[config.mk]
export PLATFORM = sky130hd
export DESIGN_NAME = mvm_stream
export DESIGN_NICKNAME = d
export VERILOG_FILES = /design/src/rtl/mvm_pkg.sv /design/src/rtl/mvm_stream_mac_lane.sv /design/src/rtl/mvm_stream.sv
export SDC_FILE = /design/constraint.sdc
export NUM_CORES = 2
export LEC_CHECK = 0
export BUFFER_PORTS_ARGS = -buffer_cell sky130_fd_sc_hd__buf_2
export CAP_MARGIN = 25
export CORE_UTILIZATION = 55
export DETAILED_ROUTE_END_ITERATION = 16
export GPL_ROUTABILITY_DRIVEN = 0
export GPL_TIMING_DRIVEN = 0
export PLACE_DENSITY = 0.77
export SYNTH_ARGS = -nofsm -noshare
export SYNTH_HDL_FRONTEND = slang
export SYNTH_HIERARCHICAL = 1
export SYNTH_SLANG_ARGS = --single-unit
[constraint.sdc]
create_clock -name clk -period 9.2 [get_ports clk]
set_input_delay 1.84 -clock clk [delete_from_list [all_inputs] [get_ports clk]]
set_output_delay 1.84 -clock clk [all_outputs]
set_load 0.005 [all_outputs]
[src/rtl/mvm_pkg.sv]
// Shared definitions for the streaming matrix-vector multiplier:
// FSM state encoding, counter sizing and the saturating add used when
// MVM_SATURATE_EN is defined.
package mvm_pkg;

  typedef enum logic [1:0] {
    ST_IDLE = 2'd0,
    ST_MAC  = 2'd1,
    ST_OUT  = 2'd2
  } state_t;

  // Saturating arithmetic is evaluated in 64 bits, which bounds ACC_WIDTH.
  localparam int SAT_MAX_ACC_WIDTH = 62;

  // Column counter width: clog2(cols), never below one bit.
  function automatic int cnt_width(input int cols);
    return (cols > 1) ? $clog2(cols) : 1;
  endfunction

  // a + b clamped to the signed range of an acc_w-bit value.
  function automatic logic signed [63:0] sat_add(input logic signed [63:0] a,
                                                 input logic signed [63:0] b,
                                                 input int acc_w);
    logic signed [63:0] hi;
    logic signed [63:0] lo;
    logic signed [63:0] sum;
    hi  = (64'sd1 <<< (acc_w - 1)) - 64'sd1;
    lo  = -hi - 64'sd1;
    sum = a + b;
    if (sum > hi) return hi;
    else if (sum < lo) return lo;
    else return sum;
  endfunction

endpackage

[src/rtl/mvm_stream_mac_lane.sv]
// One signed multiply-accumulate lane. clear zeroes the accumulator,
// en adds a*b (full-width product, sign-extended). acc_next is the value
// the accumulator takes on an enabled edge, so the parent can register the
// final sum on the same edge as the last term.
// MVM_SATURATE_EN: clamp every step and track a sticky saturation bit.
module mac_lane
  import mvm_pkg::*;
#(
  parameter int WIDTH     = 8,
  parameter int ACC_WIDTH = 2*WIDTH+4
) (
  input  logic                        clk,
  input  logic                        reset,
  input  logic                        clear,
  input  logic                        en,
  input  logic signed [WIDTH-1:0]     a,
  input  logic signed [WIDTH-1:0]     b,
  output logic signed [ACC_WIDTH-1:0] acc_next
`ifdef MVM_SATURATE_EN
  ,
  output logic                        sat_next
`endif
);

  logic signed [ACC_WIDTH-1:0] acc;
  logic signed [2*WIDTH-1:0]   prod;
  logic signed [ACC_WIDTH-1:0] prod_ext;

`ifdef MVM_SATURATE_EN
  logic                        sat;
  logic signed [63:0]          sum_clamped;

  // Clamped step; the lane has saturated if clamping changed the sum.
  always_comb begin
    prod        = a * b;
    prod_ext    = ACC_WIDTH'(prod);
    sum_clamped = sat_add(64'(acc), 64'(prod_ext), ACC_WIDTH);
    acc_next    = sum_clamped[ACC_WIDTH-1:0];
    sat_next    = sat || (sum_clamped != (64'(acc) + 64'(prod_ext)));
  end

  // Sticky saturation bit, cleared with the accumulator.
  always_ff @(posedge clk or posedge reset) begin
    if (reset)      sat <= 1'b0;
    else if (clear) sat <= 1'b0;
    else if (en)    sat <= sat_next;
  end
`else
  // Wrapping step: the add simply drops carries beyond ACC_WIDTH.
  always_comb begin
    prod     = a * b;
    prod_ext = ACC_WIDTH'(prod);
    acc_next = acc + prod_ext;
  end
`endif

  // Accumulator register.
  always_ff @(posedge clk or posedge reset) begin
    if (reset)      acc <= '0;
    else if (clear) acc <= '0;
    else if (en)    acc <= acc_next;
  end

endmodule

[src/rtl/mvm_stream.sv]
// Streaming signed matrix-vector multiplier, result = M x v.
// One column per cycle over ROWS parallel MAC lanes; one transaction per
// COLS+2 cycles when the output is never stalled.
// Optional feature macro: MVM_SATURATE_EN (saturating accumulate + sat_flag).
//
// Handshakes: a transfer happens on a rising clk edge where valid && ready
// are both high. in_ready is high only in IDLE; out_valid is high only in
// OUT, and result (and sat_flag) stay stable until out_ready is seen.
module mvm_stream
  import mvm_pkg::*;
#(
  parameter int ROWS      = 6,
  parameter int COLS      = 3,
  parameter int WIDTH     = 8,
  parameter int ACC_WIDTH = 2*WIDTH+4
) (
  input  logic                          clk,
  input  logic                          reset,
  input  logic                          in_valid,
  output logic                          in_ready,
  input  logic [ROWS*COLS*WIDTH-1:0]    matrix,
  input  logic [COLS*WIDTH-1:0]         vector,
  output logic                          out_valid,
  input  logic                          out_ready,
  output logic [ROWS*ACC_WIDTH-1:0]     result,
  output logic                          busy
`ifdef MVM_SATURATE_EN
  ,
  output logic [ROWS-1:0]               sat_flag
`endif
);

  localparam int CW = cnt_width(COLS);

  if (ACC_WIDTH < 2*WIDTH) begin : g_acc_too_narrow
    $error("mvm_stream: ACC_WIDTH must be >= 2*WIDTH");
  end
`ifdef MVM_SATURATE_EN
  if (ACC_WIDTH > SAT_MAX_ACC_WIDTH) begin : g_acc_too_wide
    $error("mvm_stream: ACC_WIDTH too wide for saturating accumulate");
  end
`endif

  state_t                      state_q;
  state_t                      state_d;
  logic [CW-1:0]               cnt_q;
  logic [ROWS*COLS*WIDTH-1:0]  m_q;
  logic [COLS*WIDTH-1:0]       v_q;
  logic                        accept;
  logic                        in_mac;
  logic                        last_col;
  logic signed [WIDTH-1:0]     m_sel [ROWS];
  logic signed [WIDTH-1:0]     v_sel;
  logic signed [ACC_WIDTH-1:0] acc_next [ROWS];
`ifdef MVM_SATURATE_EN
  logic [ROWS-1:0]             sat_next;
`endif

  assign accept   = in_valid && (state_q == ST_IDLE);
  assign in_mac   = (state_q == ST_MAC);
  assign last_col = (cnt_q == CW'(COLS - 1));

  // Next state and handshake/status outputs, all decoded from state.
  always_comb begin
    state_d   = state_q;
    in_ready  = 1'b0;
    out_valid = 1'b0;
    busy      = 1'b1;
    unique case (state_q)
      ST_IDLE: begin
        in_ready = 1'b1;
        busy     = 1'b0;
        if (in_valid) state_d = ST_MAC;
      end
      ST_MAC: begin
        if (last_col) state_d = ST_OUT;
      end
      ST_OUT: begin
        out_valid = 1'b1;
        if (out_ready) state_d = ST_IDLE;
      end
      default: begin
        state_d = ST_IDLE;
        busy    = 1'b0;
      end
    endcase
  end

  // State register.
  always_ff @(posedge clk or posedge reset) begin
    if (reset) state_q <= ST_IDLE;
    else       state_q <= state_d;
  end

  // Column counter: restarts on accept, steps once per MAC edge.
  always_ff @(posedge clk or posedge reset) begin
    if (reset)       cnt_q <= '0;
    else if (accept) cnt_q <= '0;
    else if (in_mac) cnt_q <= last_col ? '0 : cnt_q + CW'(1);
  end

  // Operand capture so the upstream buffers are free after accept.
  always_ff @(posedge clk or posedge reset) begin
    if (reset) begin
      m_q <= '0;
      v_q <= '0;
    end else if (accept) begin
      m_q <= matrix;
      v_q <= vector;
    end
  end

  // Column select: vector element and each row's matrix element for column cnt_q.
  always_comb begin
    v_sel = '0;
    for (int r = 0; r < ROWS; r++) m_sel[r] = '0;
    for (int c = 0; c < COLS; c++) begin
      if (cnt_q == CW'(c)) begin
        v_sel = v_q[c*WIDTH +: WIDTH];
        for (int r = 0; r < ROWS; r++) m_sel[r] = m_q[(r*COLS + c)*WIDTH +: WIDTH];
      end
    end
  end

  for (genvar r = 0; r < ROWS; r++) begin : g_lane
    mac_lane #(
      .WIDTH     (WIDTH),
      .ACC_WIDTH (ACC_WIDTH)
    ) u_lane (
      .clk      (clk),
      .reset    (reset),
      .clear    (accept),
      .en       (in_mac),
      .a        (m_sel[r]),
      .b        (v_sel),
      .acc_next (acc_next[r])
`ifdef MVM_SATURATE_EN
      ,
      .sat_next (sat_next[r])
`endif
    );
  end

  // Result capture on the last MAC edge, including the final column's term.
  always_ff @(posedge clk or posedge reset) begin
    if (reset) begin
      result <= '0;
    end else if (in_mac && last_col) begin
      for (int r = 0; r < ROWS; r++) result[r*ACC_WIDTH +: ACC_WIDTH] <= acc_next[r];
    end
  end

`ifdef MVM_SATURATE_EN
  // Per-lane saturation summary, captured alongside result.
  always_ff @(posedge clk or posedge reset) begin
    if (reset)                 sat_flag <= '0;
    else if (in_mac && last_col) sat_flag <= sat_next;
  end
`endif

endmodule

======== Word-level counts from Yosys, hierarchy flattened ========
Index checks and enable logic that the tools add are counted.
storage, ports and cells
  input bits .............................. 172
  register bits after elaboration ......... 412
cells by class
  muxes and demuxes ....................... 28
  reduce and logical (&&, ||, !) cells .... 7
  equality and inequality tests ........... 7
  $add $sub $neg .......................... 7
  multiply operators ...................... 6
operator list
  kind                                                 count
  two-way mux 20 bit                                   12
  two-way mux 48 bit                                   3
  adder 20 x 16 -> 20 bit                              6
  multiplier 8 x 8 -> 16 bit                           6
  two-way mux 8 bit                                    3
  two-way mux 2 bit                                    6
  one-hot mux 2 bit (3 select lines)                   1
  equality test 2 x 1 -> 1 bit, second input constant  2
  equality test 2 bit, second input constant           2
  logical NOT 2 bit                                    2
  != test 2 bit, second input constant                 2
  two-way mux 1 bit                                    3
  AND reduction 3 bit                                  1
  adder 2 x 1 -> 2 bit, second input constant          1
  logical AND 1 bit                                    2
  != test 2 x 1 -> 1 bit, second input constant        1
  nonzero test 2 bit                                   1
  OR reduction 2 bit                                   1

======== Longest topological paths before layout ========
  word-level depth ........................ 8
  depth in mapped cells ................... 25
  mapped depth without buffers ............ 22

======== Cells and area by module ========
Netlist, hierarchy kept.
modules (own cells, without submodules)
  module                            area each (µm²)  times used  seq. area each (µm²)  cells each
  mvm_stream                        12105.4          1           7307.0                821
  mac_lane at g_lane[2].u_lane ...  4616.9           2           500.5                 483
  mac_lane at g_lane[5].u_lane      4559.4           1           500.5                 472
  mac_lane at g_lane[0].u_lane      4500.6           1           500.5                 456
  mac_lane at g_lane[4].u_lane      4493.1           1           500.5                 462
  mac_lane at g_lane[1].u_lane      4481.8           1           500.5                 460

======== Worst setup path after synthesis ========
OpenSTA, ideal clock, no wires.
  path kind ............................... register to register
  start point ............................. register cnt_q[1]
  end point ............................... register result[119]
  library setup time ...................... 0.125 ns
  required time ........................... 9.075 ns
  clock period less this slack ............ 8.214 ns
  setup slack ............................. 0.986 ns
  stages on the path, launching flop included .. 21
  arrival ................................. 8.090 ns
  path through ............................ dfrtp_1 > buf_2 > buf_4 > mux2i_1 > o21ai_0 > and2_1 > inv_1 > fa_1 > inv_1 > fa_1 > fa_1 > fa_1 > fa_1 > ha_1 > a21o_1 > a31o_1 > o21ai_2 > a211oi_1 > or3_1 > and2_2 > mux2_2
RTL lines
  what                    line               text
  start, declared         mvm_stream.sv:46   logic [CW-1:0] cnt_q;
  start signal, assigned  mvm_stream.sv:99   else if (in_mac) cnt_q <= last_col ? '0 : cnt_q + CW'(1);
  end signal, assigned    mvm_stream.sv:147  result <= '0;
  end, declared           mvm_stream.sv:25   output logic [ROWS*ACC_WIDTH-1:0] result,

==> reports/results.tsv <==
stage	metric	value	unit
final_layout	area_growth	12.74	%
floorplan	dieArea	0.07266	sq mm
sta	grt_setup_unrepaired	false	
grt	first_global_vias	29980	
clock_tree	cts_buffers	48	
drt	vias	27430	
clock_tree	cts_tree	built	
sta	slew_violations	0	
sta	relSlewSlack	0.2279	
placement	hpwl	77.99	mm
sta	hold_ws	0.4983	ns
drt	wl_per_cell	19.69	microns
critical_path	end_kind	register	
logic_synthesis	avgSynthCellArea	10.83	sq um
drt	viasPerCell	5.477	
logic_synthesis	synth_cell_types	95	
critical_path	worstSetupPathType	register to register	
clock_tree	root_buffer	clkbuf_16	
drt	drt_wl_total	98.61	mm
sta	hold_violations	0	
logic_synthesis	synthTopCellsByArea	fa_1, dfrtp_1, ha_1, mux2_2, inv_1	
grt	grt_pass1_wl	161.5	mm
logic_synthesis	yosysMostFrequentCell	inv_1	
sta	worst_slew_pin_slew	1.146	ns
logic_synthesis	synthFlopType	dfrtp_1	
clock_tree	numClockSinks	412	
drt	drc	0	
grt	grt_antenna_before_repair	19	
sta	setup_tns	0	ns
logic_synthesis	netlist_top_cells_count	inv_1, fa_1, dfrtp_1	
final_layout	multi_input_area	0.02614	sq mm
flow_run	drv_cap	0	
final_layout	regArea	0.01031	sq mm
critical_path	arrival	8.27	ns
sta	max_freq	128.3	MHz
logic_synthesis	synthCells	3637	
worst_hold_path	worstHoldPathType	register to register	
logic_synthesis	synth_edf_count	0	
logic_synthesis	synth-seq-area-share	0.2618	
logic_synthesis	ys_ff_latch	412	
logic_synthesis	yosysTopAreaCell	fa_1	
clock_tree	clk_path_buf_depth	3	
logic_synthesis	synthArstFlopShare	1.000	
clock_tree	postCtsSetupRepairBufs	0	
sta	setup_viol	0	
floorplan	rows	97	
final_layout	final_nets	5002	
logic_synthesis	synth.cell_area	0.03937	sq mm
drt	ant_nets	0	
placement	io_buffers	294	
outcome	status	finished, final reports clean	
critical_path	path_max_fanout	13	
clock_tree	path_clk_slew	0.06	ns
sta	timing.final.crit_period	7.794	ns
logic_synthesis	synth_top_area_share	0.2685	
clock_tree	ctsHoldBuffers	0	
floorplan	ioPinCount	295	
floorplan	coreArea	0.07039	sq mm
floorplan	start_util	0.5593	
critical_path	cp.required	9.68	ns
logic_synthesis	synthesis.nets	4618	
sta	fin_crit_sh	0.8471	
floorplan	die_height	269.6	microns
sta	skew	0.02674	ns
clock_tree	clkLatencyLatePin	0.61	ns
critical_path	critPathLaunchType	register	
clock_tree	cts.repair.resized	0	
grt	grt_max_degree	44	
final_layout	fill_cells	5710	
final_layout	drive_gt1_frac	0.2052	
drt	drt-pass1-iter-count	5	
grt	grt-ovfl-total	0	
grt	grt.total_usage	0.2821	
clock_tree	htree_levels	2	
floorplan	fp.dieW	269.6	microns
drt	drt_iter0_drc	1574	
logic_synthesis	ys_warn_count	6	
worst paths after layout:
check / from / to / slack [ns] / cells past startpoint
min: result[77] / result[77] / 0.50 / 1
min in group asynchronous: reset / g_lane[0].u_lane/acc[9] / 1.64 / 2
min reg2reg: result[77] / result[77] / 0.50 / 1
max in group asynchronous: reset / result[106] / 6.33 / 5
max: cnt_q[1] / result[119] / 1.41 / 20
max reg2reg: cnt_q[1] / result[119] / 1.41 / 20
sequential cells by signal (all words and copies together), names as in the netlist:
register,cells
cnt_q,2
g_lane.u_lane/acc,120
m_q,144
result,120
state_q,2
v_q,24
routing by layer:
| layer | part of all wire | global-route usage | up-vias |
|---|---|---|---|
| li1 | - | - | 12410 |
| met4 | 0.037 | 0.09824 | 20 |
| met1 | 0.42 | 0.3747 | 14020 |
| met2 | 0.48 | 0.4679 | 765 |
| met3 | 0.064 | 0.04836 | 206 |
| met5 | 0.0013 | 0 | - |
per-stage QoR:
step	utilization	instances	cell area, sq um	setup WS, ns
2_1_floorplan	-	3637	39380	0.9856
3_3_place_gp	0.5970	4871	42030	-3.054
3_5_place_dp	0.6050	4905	42590	1.465
4_1_cts	0.6296	4993	44320	1.390
5_1_grt	0.6303	4999	44370	0.9964
6_report	0.6306	5007	44390	1.406
worst max-delay path, stage by stage (launching register included):
cell	delay (ns)
dfrtp_1	0.31
buf_2	0.16
buf_2	0.49
mux2i_1	0.28
o21ai_0	0.85
and2_1	0.85
inv_1	0.14
fa_1	0.51
inv_1	0.05
fa_1	0.49
fa_1	0.59
fa_1	0.45
fa_1	0.38
ha_1	0.37
a21o_1	0.20
a31o_1	0.20
o21ai_2	0.30
a211oi_1	0.16
or3_1	0.38
and2_2	0.21
mux2_2	0.25
cell families after synthesis:
| group | Yosys count | share of synthesized area |
|---|---|---|
| adder cells (fa/ha/maj) | 809 | 0.3577 |
| AND/OR/NAND/NOR | 805 | 0.1028 |
| buffers and inverters | 742 | 0.07614 |
| flip-flops | 412 | 0.2618 |
| multiplexers | 411 | 0.1137 |
| AO/OA/AOI/OAI | 338 | 0.06035 |
| XOR/XNOR | 120 | 0.02746 |
cell type report:
cell class / count / area share
multi-input combinational: 2483 / 0.5889
clock inverter: 27 / 0.008569
timing repair buffer: 334 / 0.04530
antenna: 8 / 0.0004510
tap: 940 / 0.02650
buffer: 102 / 0.01342
sequential: 412 / 0.2323
clock buffer: 61 / 0.03044
inverter: 640 / 0.05420
placed cells by master (no fill, tap or decap), types with 121 or more instances in the layout:
cell type,count
fa_1,528
inv_1,633
dfrtp_1,412
nor2_1,189
mux2i_1,121
mux2_2,290
and2_1,200
nand2_1,250
ha_1,280
buf_2,332
Power is not shown: default switching activity piles up to over one toggle a cycle in this logic, so the estimate is an artifact.
